File: src/rtl/draw_pkg.sv
// Shared types and constants for the Mastermind VGA drawing path.
// Used by the rectangle scan generator and its slot mask counter.
package draw_pkg;

    typedef enum logic [1:0] {
        IDLE   = 2'd0,
        SCAN   = 2'd1,
        FINISH = 2'd2
    } state_t;

    localparam logic MODE_FILL = 1'b0;
    localparam logic MODE_SLOT = 1'b1;

    localparam int DEF_XW = 9;
    localparam int DEF_YW = 8;
    localparam int CW     = 3;

endpackage

File: src/rtl/slot_mask_counter.sv
// Phase / slot-index counters deciding which pixels of a row are drawn.
// A row is split into SLOT_W drawn columns followed by GAP_W skipped ones.
module slot_mask_counter
    import draw_pkg::*;
#(
    parameter int SW     = 3,
    parameter int SLOT_W = 4,
    parameter int GAP_W  = 2
) (
    input  logic          clock,
    input  logic          reset,
    input  logic          advance,
    input  logic          row_start,
    input  logic [SW-1:0] slots,
    input  logic          mode,
    output logic          drawable
);

    localparam int PERIOD = SLOT_W + GAP_W;
    localparam int PW     = (PERIOD > 1) ? $clog2(PERIOD) : 1;

    logic [PW-1:0] r_phase;
    logic [SW-1:0] r_slot_idx;
    logic          w_period_end;
    logic          w_in_slot;

    assign w_period_end = (int'(r_phase) == PERIOD - 1);
    assign w_in_slot    = (int'(r_phase) < SLOT_W);

    // Slot index saturates so wide rows never wrap back into a drawn slot.
    always_ff @(posedge clock) begin
        if (reset || row_start) begin
            r_phase    <= '0;
            r_slot_idx <= '0;
        end else if (advance) begin
            if (w_period_end) begin
                r_phase <= '0;
                if (r_slot_idx != '1) begin
                    r_slot_idx <= r_slot_idx + SW'(1);
                end
            end else begin
                r_phase <= r_phase + PW'(1);
            end
        end
    end

    assign drawable = (mode == MODE_FILL) ||
                      (w_in_slot && (r_slot_idx < slots));

endmodule

File: src/rtl/rect_raster_gen.sv
// Rectangle scan generator: walks a runtime-sized box in raster order.
// Emits absolute pixel coordinates with plot/ready backpressure.
module rect_raster_gen
    import draw_pkg::*;
#(
    parameter int XW     = DEF_XW,
    parameter int YW     = DEF_YW,
    parameter int SW     = 3,
    parameter int SLOT_W = 4,
    parameter int GAP_W  = 2
) (
    input  logic          clock,
    input  logic          reset,
    input  logic          start,
    input  logic [XW-1:0] x0,
    input  logic [YW-1:0] y0,
    input  logic [XW-1:0] rect_w,
    input  logic [YW-1:0] rect_h,
    input  logic          mode,
    input  logic [SW-1:0] slots,
    input  logic [CW-1:0] colour_in,
    input  logic          ready,
    output logic [XW-1:0] x,
    output logic [YW-1:0] y,
    output logic [CW-1:0] colour,
    output logic          plot,
    output logic          busy,
    output logic          done
);

    state_t        r_state;
    logic [XW-1:0] r_x0;
    logic [YW-1:0] r_y0;
    logic [XW-1:0] r_w;
    logic [YW-1:0] r_h;
    logic          r_mode;
    logic [SW-1:0] r_slots;
    logic [CW-1:0] r_colour;
    logic [XW-1:0] r_cx;
    logic [YW-1:0] r_cy;

    logic w_accept;
    logic w_degen;
    logic w_drawable;
    logic w_adv;
    logic w_row_end;
    logic w_last;
    logic w_row_start;

    assign w_accept  = (r_state == IDLE) && start;
    assign w_degen   = (rect_w == '0) || (rect_h == '0) ||
                       ((mode == MODE_SLOT) && (slots == '0));
    assign w_adv     = (r_state == SCAN) && (!w_drawable || ready);
    assign w_row_end = (r_cx == r_w - XW'(1));
    assign w_last    = w_row_end && (r_cy == r_h - YW'(1));

    assign w_row_start = w_accept || (w_adv && w_row_end);

    slot_mask_counter #(
        .SW     (SW),
        .SLOT_W (SLOT_W),
        .GAP_W  (GAP_W)
    ) u_mask (
        .clock     (clock),
        .reset     (reset),
        .advance   (w_adv),
        .row_start (w_row_start),
        .slots     (r_slots),
        .mode      (r_mode),
        .drawable  (w_drawable)
    );

    // Scan FSM: latch the request, step cx/cy, pulse done once at the end.
    always_ff @(posedge clock) begin
        if (reset) begin
            r_state  <= IDLE;
            r_x0     <= '0;
            r_y0     <= '0;
            r_w      <= '0;
            r_h      <= '0;
            r_mode   <= MODE_FILL;
            r_slots  <= '0;
            r_colour <= '0;
            r_cx     <= '0;
            r_cy     <= '0;
        end else begin
            unique case (r_state)
                IDLE: begin
                    if (start) begin
                        r_x0     <= x0;
                        r_y0     <= y0;
                        r_w      <= rect_w;
                        r_h      <= rect_h;
                        r_mode   <= mode;
                        r_slots  <= slots;
                        r_colour <= colour_in;
                        r_cx     <= '0;
                        r_cy     <= '0;
                        r_state  <= w_degen ? FINISH : SCAN;
                    end
                end
                SCAN: begin
                    if (w_adv) begin
                        if (w_last) begin
                            r_state <= FINISH;
                        end else if (w_row_end) begin
                            r_cx <= '0;
                            r_cy <= r_cy + YW'(1);
                        end else begin
                            r_cx <= r_cx + XW'(1);
                        end
                    end
                end
                FINISH: begin
                    r_state <= IDLE;
                end
                default: begin
                    r_state <= IDLE;
                end
            endcase
        end
    end

    assign x      = r_x0 + r_cx;
    assign y      = r_y0 + r_cy;
    assign colour = r_colour;
    assign plot   = (r_state == SCAN) && w_drawable;
    assign busy   = (r_state == SCAN);
    assign done   = (r_state == FINISH);

endmodule

File: config.mk
export PLATFORM = sky130hd
export DESIGN_NAME = rect_raster_gen
export DESIGN_NICKNAME = d
export VERILOG_FILES = /design/src/rtl/draw_pkg.sv /design/src/rtl/slot_mask_counter.sv /design/src/rtl/rect_raster_gen.sv
export SDC_FILE = /design/constraint.sdc
export NUM_CORES = 1
export LEC_CHECK = 0
export CORE_UTILIZATION = 30
export DETAILED_ROUTE_END_ITERATION = 7
export GPL_TIMING_DRIVEN = 0
export PLACE_DENSITY = 0.54
export RECOVER_POWER = 100
export SLEW_MARGIN = 20
export SYNTH_ARGS = -nofsm -noshare
export SYNTH_HDL_FRONTEND = slang
export SYNTH_HIERARCHICAL = 1
export SYNTH_SLANG_ARGS = --single-unit
File: constraint.sdc
create_clock -name clock -period 4.6 [get_ports clock]
set_input_delay 0.92 -clock clock [delete_from_list [all_inputs] [get_ports clock]]
set_output_delay 0.92 -clock clock [all_outputs]
set_load 0.05 [all_outputs]
==> load_flow_metrics.sql, run 1 <==
INSERT INTO impl_metrics (metric_group, metric, value, unit) VALUES
('global_routing', 'grt_first_pass_wirelength', '17200', 'um'),
('worst_setup_path', 'crit_type', 'reg -> out', ''),
('global_routing', 'global_route_overflow', '0', ''),
('placement', 'routabilityCongestion', '0.839', ''),
('worst_setup_path', 'timing.reg2reg.setup_slack', '0.89', 'ns'),
('power', 'cellPowerDensity', '333', 'nW/um2'),
('route', 'via_per_inst', '5.01', ''),
('yosys', 'syn-cell-area', '3930', 'um2'),
('sta', 'clock_skew', '0.00575', 'ns'),
('worst_setup_path', 'slowest_stage', 'sky130_fd_sc_hd__clkdlybuf4s50_1', ''),
('sta', 'setup-tns-final', '0', 'ns'),
('sta', 'slew_viols_final', '0', ''),
('yosys', 'synth.ff_latch_count', '66', ''),
('yosys', 'synth_area_in_compound_gates', '0.195', ''),
('clock_tree', 'cts_repair_resizes', '0', ''),
('sta', 'max-slew-margin-rel', '0.429', ''),
('clock_tree', 'clock-root-buffer', 'sky130_fd_sc_hd__clkbuf_16', ''),
('clock_tree', 'clock_latency', '0.33', 'ns'),
('worst_setup_path', 'worstReg2RegEnd', 'r_cy[5]', ''),
('worst_hold_path', 'hold_depth', '2', ''),
('worst_setup_path', 'critical_path_s_largest_stage_delay', '0.81', 'ns'),
('placement', 'io_buffer_count', '67', ''),
('finish', 'most_frequent_cells_in_the_layout', '104 x sky130_fd_sc_hd__nand2_1, 67 x sky130_fd_sc_hd__a21oi_1, 66 x sky130_fd_sc_hd__dfxtp_1, 43 x sky130_fd_sc_hd__clkdlybuf4s50_1', ''),
('clock_tree', 'cts_inserted_buffers', '9', ''),
('global_routing', 'grt_pass1_vias', '3620', ''),
('yosys', 'xor_xnor_cell_area_share_of_the_yosys_netlist', '0.0736', ''),
('sta', 'final-setup-viol-count', '0', ''),
('global_routing', 'track_usage', '0.167', ''),
('outcome', 'outcome', 'finished, final reports clean', ''),
('floorplanning', 'placeableCoreArea', '12700', 'um2'),
('yosys', 'synthCells', '500', ''),
('finish', 'number_of_antenna_cells_inserted', '0', ''),
('worst_setup_path', 'timing.critical_path.mode_cell', 'sky130_fd_sc_hd__o21ai_0', ''),
('finish', 'finalInstanceArea', '5090', 'um2'),
('finish', 'area_growth', '29.6', '%'),
('yosys', 'yosys.area_share.adder', '0.0835', ''),
('power', 'leak', '2.02', 'nW'),
('job', 'timing.max_cap.violations', '0', ''),
('worst_hold_path', 'hp-class', 'reg -> reg', ''),
('yosys', 'yosys.area_share.simple', '0.261', ''),
('floorplanning', 'start_util', '0.310', ''),
('yosys', 'synth_edf_count', '0', ''),
('placement', 'detailed_place_hpwl', '8230', 'um'),
('yosys', 'asyncSetResetFlopFracSynth', '0', ''),
('route', 'antenna_left', '0', ''),
('worst_hold_path', 'holdPathEnd', 'r_slots[1]', ''),
('floorplanning', 'dieArea', '13500', 'um2'),
('floorplanning', 'io_pins', '68', ''),
('finish', 'final-instance-count-excl-fill', '755', ''),
('yosys', 'synth-main-ff-cell', 'sky130_fd_sc_hd__dfxtp_1', ''),
('sta', 'setup_ws', '0.387', 'ns'),
('clock_tree', 'clock_path_buffers', '2', ''),
('route', 'avgRoutedWirePerCell', '14.2', 'um'),
('clock_tree', 'clock_sink_count', '66', ''),
('worst_setup_path', 'worst-endpoint-arrival', '3.29', 'ns'),
('sta', 'finalCritPeriodShare', '0.916', ''),
('finish', 'layout.cells.most_common', 'sky130_fd_sc_hd__nand2_1', ''),
('route', 'detail_route.first_pass.iterations', '4', ''),
('worst_setup_path', 'setup_crit_end_kind', 'primary output', ''),
('worst_setup_path', 'worst_r2r_startpoint', 'r_w[0]', ''),
('power', 'vdd_drop_max', '0.000185', 'V'),
('floorplanning', 'placement_rows', '41', ''),
('sta', 'finalCriticalPeriod', '4.21', 'ns'),
('yosys', 'synth_warnings', '6', ''),
('worst_hold_path', 'startpoint_of_the_worst_hold_path', 'r_slots[1]', ''),
('yosys', 'syn_area_per_cell', '7.85', 'um2'),
('yosys', 'combinational_family_with_the_most_area_after_synthesis', 'simple AND/OR/NAND/NOR gates', ''),
('sta', 'hold_slack', '0.455', 'ns'),
('clock_tree', 'clk_transition_reported_paths', '0.06', 'ns'),
('worst_setup_path', 'rr_worst_depth', '11', ''),
('floorplanning', 'die_w', '116', 'um');
[critical path, delay by kind of cell, from the launching register on]
kind                       cells  cell delay, ns
xor gates and xnor gates       1            0.13
AOI/OAI and AO/OA              5            0.68
DFF                            1            0.46
and+or+nand+nor                2            0.20
adders and majority gates      2            0.62
buffers and inverters          2            0.86
[synth_stat cells, types with 3 or more instances]
| cell type | instances | share of area |
|---|---|---|
| sky130_fd_sc_hd__clkbuf_1 | 13 | 0.012 |
| sky130_fd_sc_hd__o31ai_1 | 4 | 0.0076 |
| sky130_fd_sc_hd__or3_1 | 7 | 0.011 |
| sky130_fd_sc_hd__nand2_1 | 103 | 0.098 |
| sky130_fd_sc_hd__nor4_1 | 4 | 0.0064 |
| sky130_fd_sc_hd__a211oi_1 | 3 | 0.0057 |
| sky130_fd_sc_hd__a31oi_1 | 3 | 0.0048 |
| sky130_fd_sc_hd__nand4_1 | 4 | 0.0064 |
| sky130_fd_sc_hd__xor2_1 | 14 | 0.031 |
| sky130_fd_sc_hd__ha_1 | 23 | 0.073 |
| sky130_fd_sc_hd__nor2_1 | 26 | 0.025 |
| sky130_fd_sc_hd__and2_1 | 3 | 0.0048 |
| sky130_fd_sc_hd__nor3_1 | 7 | 0.0089 |
| sky130_fd_sc_hd__o211ai_1 | 3 | 0.0057 |
| sky130_fd_sc_hd__a21oi_1 | 67 | 0.085 |
| sky130_fd_sc_hd__nor2b_1 | 4 | 0.0064 |
| sky130_fd_sc_hd__nand3b_1 | 5 | 0.0096 |
| sky130_fd_sc_hd__or2_2 | 3 | 0.0048 |
| sky130_fd_sc_hd__nand3_1 | 13 | 0.017 |
| sky130_fd_sc_hd__o21ai_0 | 14 | 0.018 |
| sky130_fd_sc_hd__buf_1 | 6 | 0.0057 |
| sky130_fd_sc_hd__a21o_1 | 5 | 0.0096 |
| sky130_fd_sc_hd__inv_1 | 26 | 0.025 |
| sky130_fd_sc_hd__nor3b_1 | 4 | 0.0076 |
| sky130_fd_sc_hd__or4_1 | 7 | 0.013 |
| sky130_fd_sc_hd__nand2b_1 | 5 | 0.0080 |
| sky130_fd_sc_hd__dfxtp_1 | 66 | 0.34 |
| sky130_fd_sc_hd__o21bai_1 | 4 | 0.0076 |
| sky130_fd_sc_hd__xnor2_1 | 19 | 0.042 |
| sky130_fd_sc_hd__nand4b_1 | 3 | 0.0067 |
[area by class of cell]
cell class	count	area (um2)
plain buffers	19	71.3
inverters	27	103
flip-flops and latches	66	1320
clock buffers	10	239
multi-input cells	388	2380
repair buffers	67	671
clock inverters	6	90.1
fillers	1311	7580
well taps	172	215
[state kept, by name, summed over array words and instances, names as in the netlist]
register,cells
colour,3
r_cx,9
r_cy,8
r_h,8
r_mode,1
r_slots,3
r_state,2
r_w,9
r_x0,9
r_y0,8
u_mask/r_phase,3
u_mask/r_slot_idx,3
[report_power, final]
part           internal (mW)  switching [mW]
combinational          0.122           0.180
sequential             0.598          0.0276
clock                  0.490           0.274
total                   1.21           0.482
[cells by family (layout without fill, tap and decap cells)]
kind of cell	after synthesis	count (layout)
AO/OA/AOI/OAI	120	120
XOR/XNOR	33	33
adder cells (fa/ha/maj)	25	25
buffers and inverters	46	129
flip-flops	66	66
multiplexers	2	2
AND/OR/NAND/NOR	208	208
[layer usage]
layer  track usage  vias to the layer above  wire length, um
met5             0                        -                0
met4        0.0427                        0              137
met3        0.0332                       12              371
met2         0.300                       70             5390
met1         0.202                     1798             4830
li1              -                     1905                -
[worst max-delay path by stage]
stage,startpoint,endpoint,slack (ns),cells after the start
floorplan,r_cx[0],x[8],1.09,11
CTS,r_cx[0],x[8],0.35,12
global placement,r_cx[0],x[8],0.73,12
detailed placement,r_cx[0],x[8],0.73,12
global route,r_cx[0],x[8],0.08,12
finish,r_cx[0],x[8],0.39,12
(Power assumes the default switching activity.)
==> run 2: changes to the inputs <==
--- a/config.mk
+++ b/config.mk
@@ -6,9 +6,11 @@
 export NUM_CORES = 1
 export LEC_CHECK = 0
 export CORE_UTILIZATION = 30
+export CTS_CLUSTER_SIZE = 10
 export DETAILED_ROUTE_END_ITERATION = 7
+export DONT_BUFFER_PORTS = 1
 export GPL_TIMING_DRIVEN = 0
-export PLACE_DENSITY = 0.54
+export PLACE_DENSITY = 0.48
 export RECOVER_POWER = 100
 export SLEW_MARGIN = 20
 export SYNTH_ARGS = -nofsm -noshare
==> run 2 against run 1 <==
Utilization is 5.5 points lower. Count of clock-buffer cells in the layout grew 1. Sequential cell count stayed put. Final area is 14% lower. Combinational power fell by 22%. Clock power is 7.9% lower. Die area unchanged. Critical endpoint unchanged.
==> load_flow_metrics.sql, run 2 (same netlist as run 1, synthesis figures left out) <==
INSERT INTO impl_metrics (metric_group, metric, value, unit) VALUES
('outcome', 'outcome', 'finished, final reports clean', ''),
('sta', 'grt_setup_unrepaired', 'false', ''),
('sta', 'hold_slack', '0.459', 'ns'),
('route', 'detail_route.first_pass.iterations', '4', ''),
('finish', 'most_frequent_cells_in_the_layout', '104 x sky130_fd_sc_hd__nand2_1, 67 x sky130_fd_sc_hd__a21oi_1, 66 x sky130_fd_sc_hd__dfxtp_1, 26 x sky130_fd_sc_hd__inv_1, 26 x sky130_fd_sc_hd__nor2_1', ''),
('clock_tree', 'cts_inserted_buffers', '9', ''),
('worst_setup_path', 'crit_path_max_fanout', '6', ''),
('finish', 'post_route_cells_drive_above_1_share', '0.0484', ''),
('worst_setup_path', 'timing.critical_path.depth', '11', ''),
('worst_setup_path', 'timing.critical_path.mode_cell', 'sky130_fd_sc_hd__o21ai_0', ''),
('placement', 'routabilityCongestion', '0.787', ''),
('worst_setup_path', 'crit_path_cell_trace', 'ha_1 -> inv_1 -> fa_1 -> nor2b_1 -> o21ai_0 -> a21boi_0 -> o21a_1 -> o21ai_0 -> nand2b_1 -> a21oi_1 -> xnor2_1', ''),
('global_routing', 'grt_antenna_before_repair', '0', ''),
('route', 'antenna_left', '0', ''),
('finish', 'num-fill-cells', '1368', ''),
('sta', 'hold_violations', '0', ''),
('sta', 'finalCriticalPeriod', '4.16', 'ns'),
('floorplanning', 'dieArea', '13500', 'um2'),
('clock_tree', 'cts-htree-levels', '3', ''),
('floorplanning', 'io_pins', '68', ''),
('worst_setup_path', 'rr_worst_depth', '11', ''),
('power', 'switching_share', '0.294', ''),
('placement', 'io_buffer_count', '0', ''),
('finish', 'top_regs', 'r_cx: 9 flops, r_w: 9 flops, r_x0: 9 flops', ''),
('clock_tree', 'cts_repair_resizes', '0', ''),
('power', 'leak', '1.69', 'nW'),
('finish', 'layout.cells.most_common', 'sky130_fd_sc_hd__nand2_1', ''),
('sta', 'setup-tns-final', '0', 'ns'),
('route', 'via_per_inst', '4.99', ''),
('global_routing', 'maximum_number_of_pins_on_one_net_before_global_route_repair', '13', ''),
('sta', 'clock_skew', '0.00664', 'ns'),
('worst_setup_path', 'setup_crit_end_kind', 'primary output', ''),
('finish', 'number_of_antenna_cells_inserted', '0', ''),
('job', 'timing.max_cap.violations', '0', ''),
('clock_tree', 'clock_sink_count', '66', ''),
('worst_setup_path', 'critical_path.startpoint', 'r_cx[0]', ''),
('clock_tree', 'post-cts-setup-buffers', '0', ''),
('global_routing', 'grt_pass1_vias', '3327', ''),
('sta', 'finalCritPeriodShare', '0.905', ''),
('clock_tree', 'post_cts_hold_buffer_count', '0', ''),
('sta', 'timing_worst_slew_pin_value', '1.13', 'ns'),
('route', 'postRouteWirelength', '10300', 'um'),
('worst_setup_path', 'critical-path-top-delay-family', 'XOR/XNOR gates', ''),
('placement', 'dp_cells', '672', ''),
('floorplanning', 'placement_rows', '41', ''),
('sta', 'slew_viols_final', '0', ''),
('floorplanning', 'dieHeight', '116', 'um'),
('route', 'route.detailed.drc', '0', ''),
('power', 'cellPowerDensity', '357', 'nW/um2'),
('sta', 'final-setup-viol-count', '0', ''),
('worst_setup_path', 'worst-endpoint-arrival', '3.24', 'ns'),
('power', 'vdd_drop_max', '0.000190', 'V'),
('floorplanning', 'placeableCoreArea', '12700', 'um2'),
('worst_setup_path', 'crit_type', 'reg -> out', ''),
('finish', 'area_growth', '11.9', '%'),
('clock_tree', 'clock_latency', '0.34', 'ns'),
('power', 'share_seq_of_total_power', '0.402', ''),
('power', 'cellInternalPower', '1.11', 'mW'),
('route', 'detail_route.iter0.violations', '188', ''),
('worst_setup_path', 'worstPathRequired', '3.68', 'ns'),
('placement', 'placed_cell_area', '4140', 'um2'),
('worst_setup_path', 'critical_path_s_largest_stage_delay', '0.85', 'ns'),
('worst_setup_path', 'crit_path_start_kind', 'flip-flop', ''),
('worst_setup_path', 'worst_setup_path_endpoint', 'x[8]', ''),
('floorplanning', 'die_w', '116', 'um'),
('worst_setup_path', 'timing.reg2reg.setup_slack', '0.89', 'ns'),
('sta', 'fmax', '240', 'MHz'),
('power', 'power_frac_comb', '0.150', ''),
('worst_setup_path', 'worst_r2r_startpoint', 'r_w[0]', ''),
('clock_tree', 'clock_path_buffers', '2', ''),
('route', 'avgRoutedWirePerCell', '15.0', 'um'),
('clock_tree', 'cts_tree', 'yes', ''),
('global_routing', 'global_route_overflow', '0', ''),
('worst_setup_path', 'worstReg2RegEnd', 'r_cy[7]', ''),
('power', 'switchingPower', '0.462', 'mW'),
('global_routing', 'grt_first_pass_wirelength', '16800', 'um'),
('worst_setup_path', 'slowest_stage', 'sky130_fd_sc_hd__xnor2_1', ''),
('floorplanning', 'start_util', '0.310', ''),
('finish', 'finalInstanceArea', '4390', 'um2'),
('global_routing', 'track_usage', '0.164', ''),
('power', 'report.power.total', '1.57', 'mW'),
('placement', 'detailed_place_hpwl', '8090', 'um'),
('clock_tree', 'clock-root-buffer', 'sky130_fd_sc_hd__clkbuf_16', ''),
('worst_setup_path', 'buffer_and_inverter_count_on_the_worst_path', '1', ''),
('sta', 'max-slew-margin-rel', '0.244', ''),
('finish', 'final_net_count', '581', ''),
('power', 'clkPwrFrac', '0.448', ''),
('route', 'via_count', '3434', ''),
('clock_tree', 'clk_transition_reported_paths', '0.06', 'ns'),
('finish', 'final-instance-count-excl-fill', '688', ''),
('worst_hold_path', 'hp-class', 'reg -> reg', '');
## run 2: how the worst min path moves through the flow
stage | startpoint | endpoint | slack, ns | cells after the start
floorplan | r_slots[0] | r_slots[0] | 0.44 | 2
global placement | r_mode | r_mode | 0.45 | 2
detailed placement | r_slots[0] | r_slots[0] | 0.45 | 2
CTS | r_slots[0] | r_slots[0] | 0.46 | 2
global route | r_slots[0] | r_slots[0] | 0.48 | 2
finish | r_x0[7] | r_x0[7] | 0.46 | 2
## run 2: area by class of cell
class | instances | area (um2) | share of cell area
Buffer | 19 | 71.3 | 0.0162
Clock buffer | 11 | 243 | 0.0553
Inverter | 27 | 103 | 0.0234
Multi-Input combinational cell | 388 | 2380 | 0.541
Clock inverter | 5 | 62.6 | 0.0142
Sequential cell | 66 | 1320 | 0.301
Tap cell | 172 | 215 | 0.0490
## run 2: metal layers
layer / part of all wire / vias up / wire [um] / GRT usage
li1: - / 1772 / - / -
met1: 0.45 / 1595 / 4610 / 0.195
met2: 0.49 / 55 / 5060 / 0.282
met3: 0.049 / 12 / 504 / 0.0483
met4: 0.014 / 0 / 143 / 0.0513
met5: 0 / - / 0 / 0
## run 2: worst register-to-register path, delay by kind of cell (launching register included)
kind / cells / cell delay (ns)
adders and majority gates: 1 / 0.19
buffers and inverters: 2 / 0.47
DFF: 1 / 0.36
and+or+nand+nor: 5 / 1.67
AOI/OAI and AO/OA: 3 / 0.96
## run 2: metrics by stage
step,util,setup WS (ns)
2_1_floorplan,-,1.09
3_3_place_gp,0.327,0.821
3_5_place_dp,0.327,0.813
4_1_cts,0.351,0.425
5_1_grt,0.347,0.185
6_report,0.347,0.436
## run 2: power groups by stage
stage / Sequential [mW] / Clock (mW) / Combinational [mW]
floorplan: 0.636 / 0 / 0.205
global placement: 0.644 / 0 / 0.243
detailed placement: 0.645 / 0 / 0.248
CTS: 0.632 / 0.722 / 0.248
global route: 0.635 / 0.748 / 0.263
finish: 0.631 / 0.704 / 0.235
==> run 3: changes to the inputs <==
--- a/config.mk
+++ b/config.mk
@@ -5,6 +5,7 @@
 export SDC_FILE = /design/constraint.sdc
 export NUM_CORES = 1
 export LEC_CHECK = 0
+export CAP_MARGIN = 20
 export CORE_UTILIZATION = 30
 export CTS_CLUSTER_SIZE = 10
 export DETAILED_ROUTE_END_ITERATION = 7
==> results of run 3 <==
The final DEF is identical to that of run 2; final timing and power are the same.
